File: config.mk
export PLATFORM = sky130hd
export DESIGN_NAME = pipe_stage_latch_flat
export DESIGN_NICKNAME = d
export VERILOG_FILES = /design/src/rtl/pipe_stage_latch_if.sv /design/src/rtl/pipe_stage_latch.sv /design/src/flat_wrapper.sv
export SDC_FILE = /design/constraint.sdc
export NUM_CORES = 1
export LEC_CHECK = 0
export CAP_MARGIN = 20
export CORE_MARGIN = 1.5
export CORE_UTILIZATION = 38
export CTS_BUF_LIST = sky130_fd_sc_hd__clkbuf_16
export CTS_CLUSTER_SIZE = 16
export DETAILED_ROUTE_END_ITERATION = 7
export GPL_TIMING_DRIVEN = 0
export PLACE_DENSITY = 0.77
export SLEW_MARGIN = 40
export SYNTH_ARGS = -nofsm -noshare
export SYNTH_HDL_FRONTEND = slang
export SYNTH_SLANG_ARGS = --single-unit
File: constraint.sdc
create_clock -name CLK -period 3 [get_ports CLK]
set_input_delay 0.75 -clock CLK [delete_from_list [all_inputs] [get_ports CLK]]
set_output_delay 0.75 -clock CLK [all_outputs]
set_load 0.005 [all_outputs]
File: src/rtl/pipe_stage_latch_if.sv
// Stage-latch bus: command and incoming stage fields from the hazard unit and the
// upstream stage, registered stage fields and status back to the hazard unit.
interface pipe_stage_latch_if #(
  parameter int PW = 64,
  parameter int CW = 8
);
  logic [1:0]    pipe_state;
  logic [PW-1:0] payload_i;
  logic          valid_i;
  logic          regwen_i;
  logic [4:0]    wsel_i;
  logic [PW-1:0] payload_o;
  logic          valid_o;
  logic          regwen_o;
  logic [4:0]    wsel_o;
  logic [1:0]    stage_st;
  logic [CW-1:0] stall_cnt;
  logic          stall_timeout;
  logic          illegal_cmd;

  modport master (
    output pipe_state, payload_i, valid_i, regwen_i, wsel_i,
    input  payload_o, valid_o, regwen_o, wsel_o, stage_st, stall_cnt,
           stall_timeout, illegal_cmd
  );

  modport slave (
    input  pipe_state, payload_i, valid_i, regwen_i, wsel_i,
    output payload_o, valid_o, regwen_o, wsel_o, stage_st, stall_cnt,
           stall_timeout, illegal_cmd
  );
endinterface

File: src/rtl/pipe_stage_latch.sv
// Pipeline register between two CPU stages, driven by the ENABLE/STALL/NOP command.
// Optional per-command cycle counters are built when PIPE_STAGE_STATS_EN is defined.
module pipe_stage_latch #(
  parameter int PW      = 64,
  parameter int CW      = 8,
  parameter int TIMEOUT = 200
) (
  input  logic CLK,
  input  logic RST,
  pipe_stage_latch_if.slave bus
`ifdef PIPE_STAGE_STATS_EN
  ,
  output logic [31:0] en_count,
  output logic [31:0] stall_count,
  output logic [31:0] nop_count
`endif
);
  // state | meaning
  // RUN    | a real instruction was loaded on the last ENABLE
  // HOLD   | a real instruction is being held by STALL
  // BUBBLE | no real instruction present (reset, NOP, illegal, ENABLE of a bubble)
  typedef enum logic [1:0] {
    ST_RUN    = 2'd0,
    ST_HOLD   = 2'd1,
    ST_BUBBLE = 2'd2
  } stage_t;

  localparam logic [1:0]    CMD_ENABLE = 2'd0;
  localparam logic [1:0]    CMD_STALL  = 2'd1;
  localparam logic [1:0]    CMD_ILL    = 2'd3;
  localparam logic [CW-1:0] CNT_MAX    = '1;
  localparam logic [CW-1:0] TO_VAL     = CW'(TIMEOUT);

  stage_t        state;
  logic [PW-1:0] payload_q;
  logic          valid_q;
  logic          regwen_q;
  logic [4:0]    wsel_q;
  logic [CW-1:0] cnt_q;
  logic [CW-1:0] cnt_inc;
  logic          to_q;
  logic          ill_q;

  assign cnt_inc = (cnt_q == CNT_MAX) ? CNT_MAX : cnt_q + 1'b1;

  always_ff @(posedge CLK or posedge RST) begin
    if (RST) begin
      state     <= ST_BUBBLE;
      payload_q <= '0;
      valid_q   <= 1'b0;
      regwen_q  <= 1'b0;
      wsel_q    <= 5'd0;
      cnt_q     <= '0;
      to_q      <= 1'b0;
      ill_q     <= 1'b0;
    end else begin
      case (bus.pipe_state)
        CMD_ENABLE: begin
          payload_q <= bus.payload_i;
          valid_q   <= bus.valid_i;
          regwen_q  <= bus.regwen_i & bus.valid_i;
          wsel_q    <= bus.wsel_i;
          state     <= bus.valid_i ? ST_RUN : ST_BUBBLE;
          cnt_q     <= '0;
          to_q      <= 1'b0;
        end
        CMD_STALL: begin
          state <= (state == ST_BUBBLE && !valid_q) ? ST_BUBBLE : ST_HOLD;
          cnt_q <= cnt_inc;
          to_q  <= (cnt_inc >= TO_VAL);
        end
        default: begin
          // illegal encoding squashes the stage exactly like NOP
          payload_q <= '0;
          valid_q   <= 1'b0;
          regwen_q  <= 1'b0;
          wsel_q    <= 5'd0;
          state     <= ST_BUBBLE;
          cnt_q     <= '0;
          to_q      <= 1'b0;
          if (bus.pipe_state == CMD_ILL) ill_q <= 1'b1;
        end
      endcase
    end
  end

  assign bus.payload_o     = payload_q;
  assign bus.valid_o       = valid_q;
  assign bus.regwen_o      = regwen_q;
  // never present a nonzero destination for a bubble or non-writing instruction
  assign bus.wsel_o        = (valid_q & regwen_q) ? wsel_q : 5'd0;
  assign bus.stage_st      = state;
  assign bus.stall_cnt     = cnt_q;
  assign bus.stall_timeout = to_q;
  assign bus.illegal_cmd   = ill_q;

`ifdef PIPE_STAGE_STATS_EN
  always_ff @(posedge CLK or posedge RST) begin
    if (RST) begin
      en_count    <= 32'd0;
      stall_count <= 32'd0;
      nop_count   <= 32'd0;
    end else begin
      case (bus.pipe_state)
        CMD_ENABLE: if (en_count != 32'hFFFF_FFFF) en_count <= en_count + 32'd1;
        CMD_STALL:  if (stall_count != 32'hFFFF_FFFF) stall_count <= stall_count + 32'd1;
        default:    if (nop_count != 32'hFFFF_FFFF) nop_count <= nop_count + 32'd1;
      endcase
    end
  end
`endif
endmodule

File: src/flat_wrapper.sv
// flat-port wrapper written by rule: the top's interface ports become plain ports
module pipe_stage_latch_flat 
#(
  parameter int PW      = 64,
  parameter int CW      = 8,
  parameter int TIMEOUT = 200
)
  (CLK, RST, bus_pipe_state, bus_payload_i, bus_valid_i, bus_regwen_i, bus_wsel_i, bus_payload_o, bus_valid_o, bus_regwen_o, bus_wsel_o, bus_stage_st, bus_stall_cnt, bus_stall_timeout, bus_illegal_cmd);
  pipe_stage_latch_if #(.PW(PW), .CW(CW)) bus_i ();
  input  logic CLK;
  input  logic RST;
  input wire logic [$bits(bus_i.pipe_state)-1:0] bus_pipe_state;
  input wire logic [$bits(bus_i.payload_i)-1:0] bus_payload_i;
  input wire logic [$bits(bus_i.valid_i)-1:0] bus_valid_i;
  input wire logic [$bits(bus_i.regwen_i)-1:0] bus_regwen_i;
  input wire logic [$bits(bus_i.wsel_i)-1:0] bus_wsel_i;
  output wire logic [$bits(bus_i.payload_o)-1:0] bus_payload_o;
  output wire logic [$bits(bus_i.valid_o)-1:0] bus_valid_o;
  output wire logic [$bits(bus_i.regwen_o)-1:0] bus_regwen_o;
  output wire logic [$bits(bus_i.wsel_o)-1:0] bus_wsel_o;
  output wire logic [$bits(bus_i.stage_st)-1:0] bus_stage_st;
  output wire logic [$bits(bus_i.stall_cnt)-1:0] bus_stall_cnt;
  output wire logic [$bits(bus_i.stall_timeout)-1:0] bus_stall_timeout;
  output wire logic [$bits(bus_i.illegal_cmd)-1:0] bus_illegal_cmd;
  assign bus_i.pipe_state = bus_pipe_state;
  assign bus_i.payload_i = bus_payload_i;
  assign bus_i.valid_i = bus_valid_i;
  assign bus_i.regwen_i = bus_regwen_i;
  assign bus_i.wsel_i = bus_wsel_i;
  assign bus_payload_o = bus_i.payload_o;
  assign bus_valid_o = bus_i.valid_o;
  assign bus_regwen_o = bus_i.regwen_o;
  assign bus_wsel_o = bus_i.wsel_o;
  assign bus_stage_st = bus_i.stage_st;
  assign bus_stall_cnt = bus_i.stall_cnt;
  assign bus_stall_timeout = bus_i.stall_timeout;
  assign bus_illegal_cmd = bus_i.illegal_cmd;
  pipe_stage_latch #(.PW(PW), .CW(CW), .TIMEOUT(TIMEOUT)) u_core (.CLK(CLK), .RST(RST), .bus(bus_i));
endmodule
==> results of run 1 <==
registers in the layout, indices dropped and copies added (netlist names):
signal,cells
u_core.bus.payload_o,64
u_core.bus.stall_cnt,8
u_core.wsel_q,5
u_core.bus.stage_st,2
u_core.bus.illegal_cmd,1
u_core.bus.regwen_o,1
u_core.bus.stall_timeout,1
u_core.bus.valid_o,1
cells in the mapped netlist:
cell       count
and3_1         6
and2_1         1
and2_4         1
inv_1          5
xnor2_1        2
a311oi_1       1
mux2i_1       69
nand4_2        1
nand2_1        3
nor2_1        76
a21o_1         1
o2111ai_1      1
a22oi_1        1
a211oi_1       1
dfrtp_1       82
nor3b_1        1
nor4_1         1
o21ai_0        2
nand4_1        1
nor2b_1        1
o311ai_1       1
a31o_1         1
o41ai_1        1
clkbuf_1       9
o21a_1         2
buf_2          9
a2111oi_2      1
nand3_1        1
a21oi_1       10
nor3_1         1
ha_1           1
nand2b_1       2
nand4_4        1
dfstp_2        1
final timing paths:
kind                                               startpoint                              endpoint  slack (ns)  cells past startpoint
min in group asynchronous                                 RST  u_core.bus.payload_o[12]$_DFFE_PP0N_        0.80                      2
setup / recovery               u_core.bus.valid_o$_DFFE_PP0N_                         bus_wsel_o[1]        0.67                      2
hold / removal             u_core.bus.illegal_cmd$_DFFE_PP0P_    u_core.bus.illegal_cmd$_DFFE_PP0P_        0.46                      1
max in group asynchronous                                 RST      u_core.bus.stage_st[1]$_DFF_PP1_        1.59                      3
hold reg to reg            u_core.bus.illegal_cmd$_DFFE_PP0P_    u_core.bus.illegal_cmd$_DFFE_PP0P_        0.46                      1
setup reg to reg            u_core.bus.stall_cnt[0]$_DFF_PP0_     u_core.bus.stall_cnt[7]$_DFF_PP0_        1.22                      5
kinds of logic (layout without fill, tap and decap cells):
logic type | Yosys count | in the layout | share of synthesized area [%]
AO/OA/AOI/OAI | 23 | 23 | 4.489
XOR/XNOR | 2 | 2 | 0.5028
adder cells (fa/ha/maj) | 1 | 1 | 0.3590
buffers and inverters | 23 | 197 | 2.801
flip-flops | 83 | 83 | 59.64
multiplexers | 69 | 69 | 19.82
AND/OR/NAND/NOR | 97 | 97 | 12.39
metal layers:
metal	part of all wire, %	track usage [%]	vias to the layer above
met5	0	0	-
met4	1.0	6.154	0
met3	6.1	4.610	11
met2	50	32.47	100
met1	42	23.99	1337
li1	-	-	1356
layout make-up:
class,instances,area (um^2)
repair buffers,158,1592
flip-flops and latches,83,2078
well taps,108,135.1
plain buffers,18,78.83
fillers,703,3272
multi-input cells,192,1309
clock inverters,7,92.59
inverters,5,23.77
clock buffers,9,225.2
report_power, final:
part           switching, mW  leakage, nW  internal (mW)
Combinational          0.146         1.31          0.237
Clock                  0.438        0.151          0.726
Sequential            0.0343         1.10           1.18
==> flow_metrics.py, run 1 <==
metrics = {
    "outcome": {
        "status": "finished, violations left",
        "violated_checks": "design-rule violations",
    },
    "drt": {
        "detailroute.via_count": 2804,
        "detail_route.iter0.violations": 74,
        "avgViaCountPerCell": 4.834,
        "totalWireLength_um": 8987,
        "remaining_drc_errors": 10,
        "wl_per_cell_um": 15.49,
        "drt_pass1_iterations": 6,
        "drtAntennaViolNets": 0,
    },
    "timing": {
        "finalClockSkew_ns": 0.008112,
        "hold_viol_final": 0,
        "report.final.slew_viol_count": 0,
        "report.final.setup_viol": 0,
        "worst_hold_slack_after_final_layout_ns": 0.4625,
        "least_margin_pin_slew_ns": 0.4861,
        "max_slew_headroom_pct": 67.60,
        "clock.fmax_mhz": 428.6,
        "finalCritPeriodShare_pct": 77.77,
        "finalSetupTns_ns": 0,
        "final.setup.worst_slack_ns": 0.6669,
        "fin_crit_ns": 2.333,
        "unrepaired_setup_endpoints_after_global_routing": "no",
    },
    "global_routing": {
        "groute.usage.overall_pct": 19.08,
        "via_count_of_the_first_global_routing_pass": 2990,
        "grt_pass1_wl_um": 14840,
        "globalRoute.totalOverflow": 0,
        "maximum_number_of_pins_on_one_net_before_global_route_repair": 44,
        "antenna_found_initial": 0,
    },
    "clock_tree": {
        "number_of_clock_sinks_seen_by_cts": 83,
        "max-clock-path-buffers": 2,
        "post_cts.resized_instances": 0,
        "postCtsSetupBuffers": 0,
        "ctsRootBufferMaster": "clkbuf_16",
        "numCtsBuffers": 9,
        "ctsHoldBuffers": 0,
        "path_clk_slew_ns": 0.06,
        "clock_insertion_delay_worst_skew_ns": 0.33,
        "cts_htree_levels": 3,
        "cts_tree": "yes",
    },
    "floorplanning": {
        "design.core.area_um2": 8806,
        "floorplan.io_pins": 158,
        "effective_utilization_at_floorplan_pct": 39.57,
        "row_count": 34,
        "design.die.area_um2": 9754,
        "dieWidth_um": 98.76,
        "die_h_um": 98.76,
    },
    "synthesis": {
        "yosys_warnings": 0,
        "synthesis.nets": 374,
        "synth.ff_latch_count": 83,
        "synth_seq_area_share_pct": 59.64,
        "yosysTopAreaCellShare_pct": 58.89,
        "syn-mean-instance-area_um2": 11.69,
        "synth_area_leaders": "dfrtp_1, mux2i_1, nor2_1",
        "yosysUniqueCellTypes": 34,
        "synth_top_area_cell": "dfrtp_1",
        "synthesized_cell_area_um2": 3485,
        "synthesis.instances": 298,
    },
    "finish": {
        "final_design_area_no_fill_um2": 5534,
        "drive_above_1_share_pct": 6.356,
        "layout.cells.most_common_list": "clkdlybuf4s50_1, dfrtp_1, nor2_1, mux2i_1, a21oi_1",
        "diodes": 0,
        "final_util_pct": 62.84,
        "fin_cells": 580,
        "layout_stage_area_growth_over_the_synthesis_result_pct": 58.82,
        "most_common_cell_after_layout_fill_and_taps_aside": "clkdlybuf4s50_1",
        "final_nets": 543,
    },
    "hold_path": {
        "timing.hold.worst.class": "register to register",
    },
    "placed_design": {
        "worst_setup_slack_after_placement_ns": 0.6036,
        "buffer_ports.inserted": 157,
        "hpwlAfterDp_um": 6658,
        "dpl.cell_count": 564,
        "gpl.final_weighted_congestion": 0.8379,
        "dpl-instance-area_um2": 5216,
    },
    "worst_setup_path": {
        "critical_path_class": "register to output pin",
        "cp_cell_sequence": "and3_1 > clkdlybuf4s50_1",
        "worst-path-buf-inv": 1,
        "cpLargestDelayFamily": "buffers and inverters",
        "crit_path_dat_ns": 1.58,
        "max_stage_delay_ns": 0.55,
        "worst-path-max-fanout": 8,
        "required_ns": 2.25,
        "worst_path_max_delay_cell": "clkdlybuf4s50_1",
        "endpoint_kind": "output pin",
        "timing.critical_path.from_type": "register",
    },
    "power": {
        "static-leakage-power_nw": 2.557,
        "fin_total_pwr_mw": 2.758,
        "p_per_area_nw_per_um2": 498.3,
        "power.ir.vdd_worst_uv": 310.4,
    },
    "flow_run": {
        "maxcap_violations": 0,
    },
}
No activity file was read; power rests on OpenSTA's default activity.
==> run 2, diff against run 1 <==
==> constraint.sdc (replaced) <==
create_clock -name CLK -period 1.97 [get_ports CLK]
set_input_delay 0.4925 -clock CLK [delete_from_list [all_inputs] [get_ports CLK]]
set_output_delay 0.4925 -clock CLK [all_outputs]
set_load 0.005 [all_outputs]
==> run 2 against run 1 <==
Compared with the run above: the flow still finishes with violations (design-rule violations); count of clock-buffer cells in the layout unchanged; setup slack worse by 0.61 ns; highest routed layer unchanged; combinational power up 56%; routed wire length down 1.3%; largest cell class unchanged; largest power group is now clock.
==> flow_metrics.py, run 2 (synthesized netlist as in run 1, its figures left out) <==
metrics = {
    "worst_setup_path": {
        "crit_path_dat_ns": 1.42,
        "max_stage_delay_ns": 0.52,
        "required_ns": 1.48,
        "cp_cell_sequence": "and3_1 > clkdlybuf4s50_1",
        "timing.critical_path.from_type": "register",
        "rr_startpoint": "u_core.bus.stall_cnt[0]$_DFF_PP0_",
        "timing.reg2reg.worst_path_depth": 5,
        "regToRegEndpoint": "u_core.bus.stall_cnt[0]$_DFF_PP0_",
        "r2r_setup_slack_ns": 0.22,
        "critical_path_class": "register to output pin",
        "worst-path-max-fanout": 6,
        "worst_path_max_delay_cell": "clkdlybuf4s50_1",
        "endpoint_kind": "output pin",
    },
    "clock_tree": {
        "numCtsBuffers": 9,
        "clock_insertion_delay_worst_skew_ns": 0.32,
        "max-clock-path-buffers": 2,
        "cts_tree": "yes",
        "cts_htree_levels": 3,
        "ctsRootBufferMaster": "clkbuf_16",
        "number_of_clock_sinks_seen_by_cts": 83,
        "path_clk_slew_ns": 0.06,
    },
    "timing": {
        "finalClockSkew_ns": 0.004765,
        "max_slew_headroom_pct": 62.01,
        "fin_crit_ns": 1.914,
        "clock.fmax_mhz": 522.4,
        "finalCritPeriodShare_pct": 97.17,
        "final.setup.worst_slack_ns": 0.05580,
        "report.final.slew_viol_count": 0,
        "least_margin_pin_slew_ns": 0.5698,
        "report.final.setup_viol": 0,
        "unrepaired_setup_endpoints_after_global_routing": "no",
        "finalSetupTns_ns": 0,
        "hold_viol_final": 0,
    },
    "finish": {
        "diodes": 0,
        "largest_register_ff_count": 64,
        "layout.cells.most_common_list": "clkdlybuf4s50_1, dfrtp_1, nor2_1, mux2i_1, a21oi_1",
        "most_common_cell_after_layout_fill_and_taps_aside": "clkdlybuf4s50_1",
        "drive_above_1_share_pct": 7.547,
        "layout.filler_cells": 706,
        "layout_stage_area_growth_over_the_synthesis_result_pct": 61.76,
        "final_design_area_no_fill_um2": 5637,
        "final_nets": 548,
    },
    "power": {
        "p_per_area_nw_per_um2": 765.0,
        "static-leakage-power_nw": 2.662,
        "power.ir.vdd_worst_uv": 471.1,
    },
    "outcome": {
        "status": "finished, violations left",
        "violated_checks": "design-rule violations",
    },
    "placed_design": {
        "hpwlAfterDp_um": 6530,
        "worst_setup_slack_after_placement_ns": -0.2207,
        "dpl-instance-area_um2": 5270,
        "gpl.final_weighted_congestion": 0.7995,
        "buffer_ports.inserted": 157,
    },
    "drt": {
        "avgViaCountPerCell": 4.788,
        "detail_route.iter0.violations": 96,
        "remaining_drc_errors": 10,
        "totalWireLength_um": 8867,
        "detailroute.via_count": 2801,
        "drt_pass1_iterations": 6,
        "wl_per_cell_um": 15.16,
        "drtAntennaViolNets": 0,
    },
    "floorplanning": {
        "effective_utilization_at_floorplan_pct": 39.57,
        "row_count": 34,
        "die_h_um": 98.76,
        "dieWidth_um": 98.76,
        "design.die.area_um2": 9754,
        "floorplan.io_pins": 158,
        "design.core.area_um2": 8806,
    },
    "hold_path": {
        "timing.hold.worst.class": "register to register",
        "min_delay_startpoint": "u_core.bus.illegal_cmd$_DFFE_PP0P_",
        "hold-path-endpoint": "u_core.bus.illegal_cmd$_DFFE_PP0P_",
        "worst_hold_path.num_cells": 1,
    },
    "global_routing": {
        "antenna_found_initial": 0,
        "maximum_number_of_pins_on_one_net_before_global_route_repair": 27,
        "via_count_of_the_first_global_routing_pass": 3015,
        "groute.usage.overall_pct": 18.85,
        "globalRoute.totalOverflow": 0,
        "grt_pass1_wl_um": 14750,
    },
    "flow_run": {
        "maxcap_violations": 0,
    },
}
## run 2: routing by layer
| metal | up-vias | global-route usage, % | share of wire (%) |
|---|---|---|---|
| met5 | - | 0 | 0 |
| met4 | 0 | 3.297 | 0.32 |
| met3 | 2 | 6.312 | 6.7 |
| met2 | 88 | 31.35 | 49 |
| met1 | 1359 | 24.39 | 44 |
| li1 | 1352 | - | - |
## run 2: how the worst max path moves through the flow
stage | start | to | slack (ns) | cells past startpoint
finish | u_core.bus.regwen_o$_DFFE_PP0N_ | bus_wsel_o[3] | 0.06 | 2
global route | u_core.bus.valid_o$_DFFE_PP0N_ | bus_wsel_o[3] | 0.005 | 2
CTS | u_core.bus.regwen_o$_DFFE_PP0N_ | bus_wsel_o[0] | 0.03 | 2
detailed placement | bus_pipe_state[1] | u_core.bus.payload_o[37]$_DFFE_PP0N_ | -0.22 | 4
global placement | RST | u_core.bus.payload_o[45]$_DFFE_PP0N_ | -0.39 | 2
floorplan | u_core.bus.stall_cnt[0]$_DFF_PP0_ | u_core.bus.stall_cnt[7]$_DFF_PP0_ | 0.38 | 5
## run 2: worst max-delay path, delay by kind of cell (launching register included)
family	cells	cell delay (ns)
buffers and inverters	1	0.52
flip-flops	1	0.42
AND/OR/NAND/NOR	1	0.17
## run 2: area by class of cell
type / count / area [um^2] / area share [%]
flip-flops and latches: 83 / 2081 / 36.91
repair buffers: 163 / 1677 / 29.74
multi-input cells: 192 / 1309 / 23.22
clock buffers: 9 / 225.2 / 3.996
well taps: 108 / 135.1 / 2.397
clock inverters: 7 / 108.9 / 1.931
plain buffers: 18 / 78.83 / 1.398
inverters: 5 / 22.52 / 0.3996
## run 2: repair_timing
item	4_1_cts	5_1_grt
endpoints found under the hold margin	0	0
setup endpoints to repair	5	4
hold buffers	0	0
buffers inserted	1	2
gates resized for setup	2	3
## run 2: report_power, final
group          total (mW)  leakage (nW)  switching, mW  internal (mW)
clock network        1.87         0.166          0.644           1.23
logic               0.599          1.40          0.224          0.375
registers            1.84          1.10         0.0508           1.79
total                4.31          2.66          0.919           3.39
## run 2: stage by stage
step                util [%]  hold WS, ns  cells  power [mW]
finish                 64.01       0.4554    585       4.312
global route           64.01       0.4722    585       4.495
CTS                    63.75       0.4611    583       4.373
detailed placement     59.85       0.4440    566       2.476
global placement       58.99       0.4372    563       2.444
floorplan                  -       0.4510    298       2.086
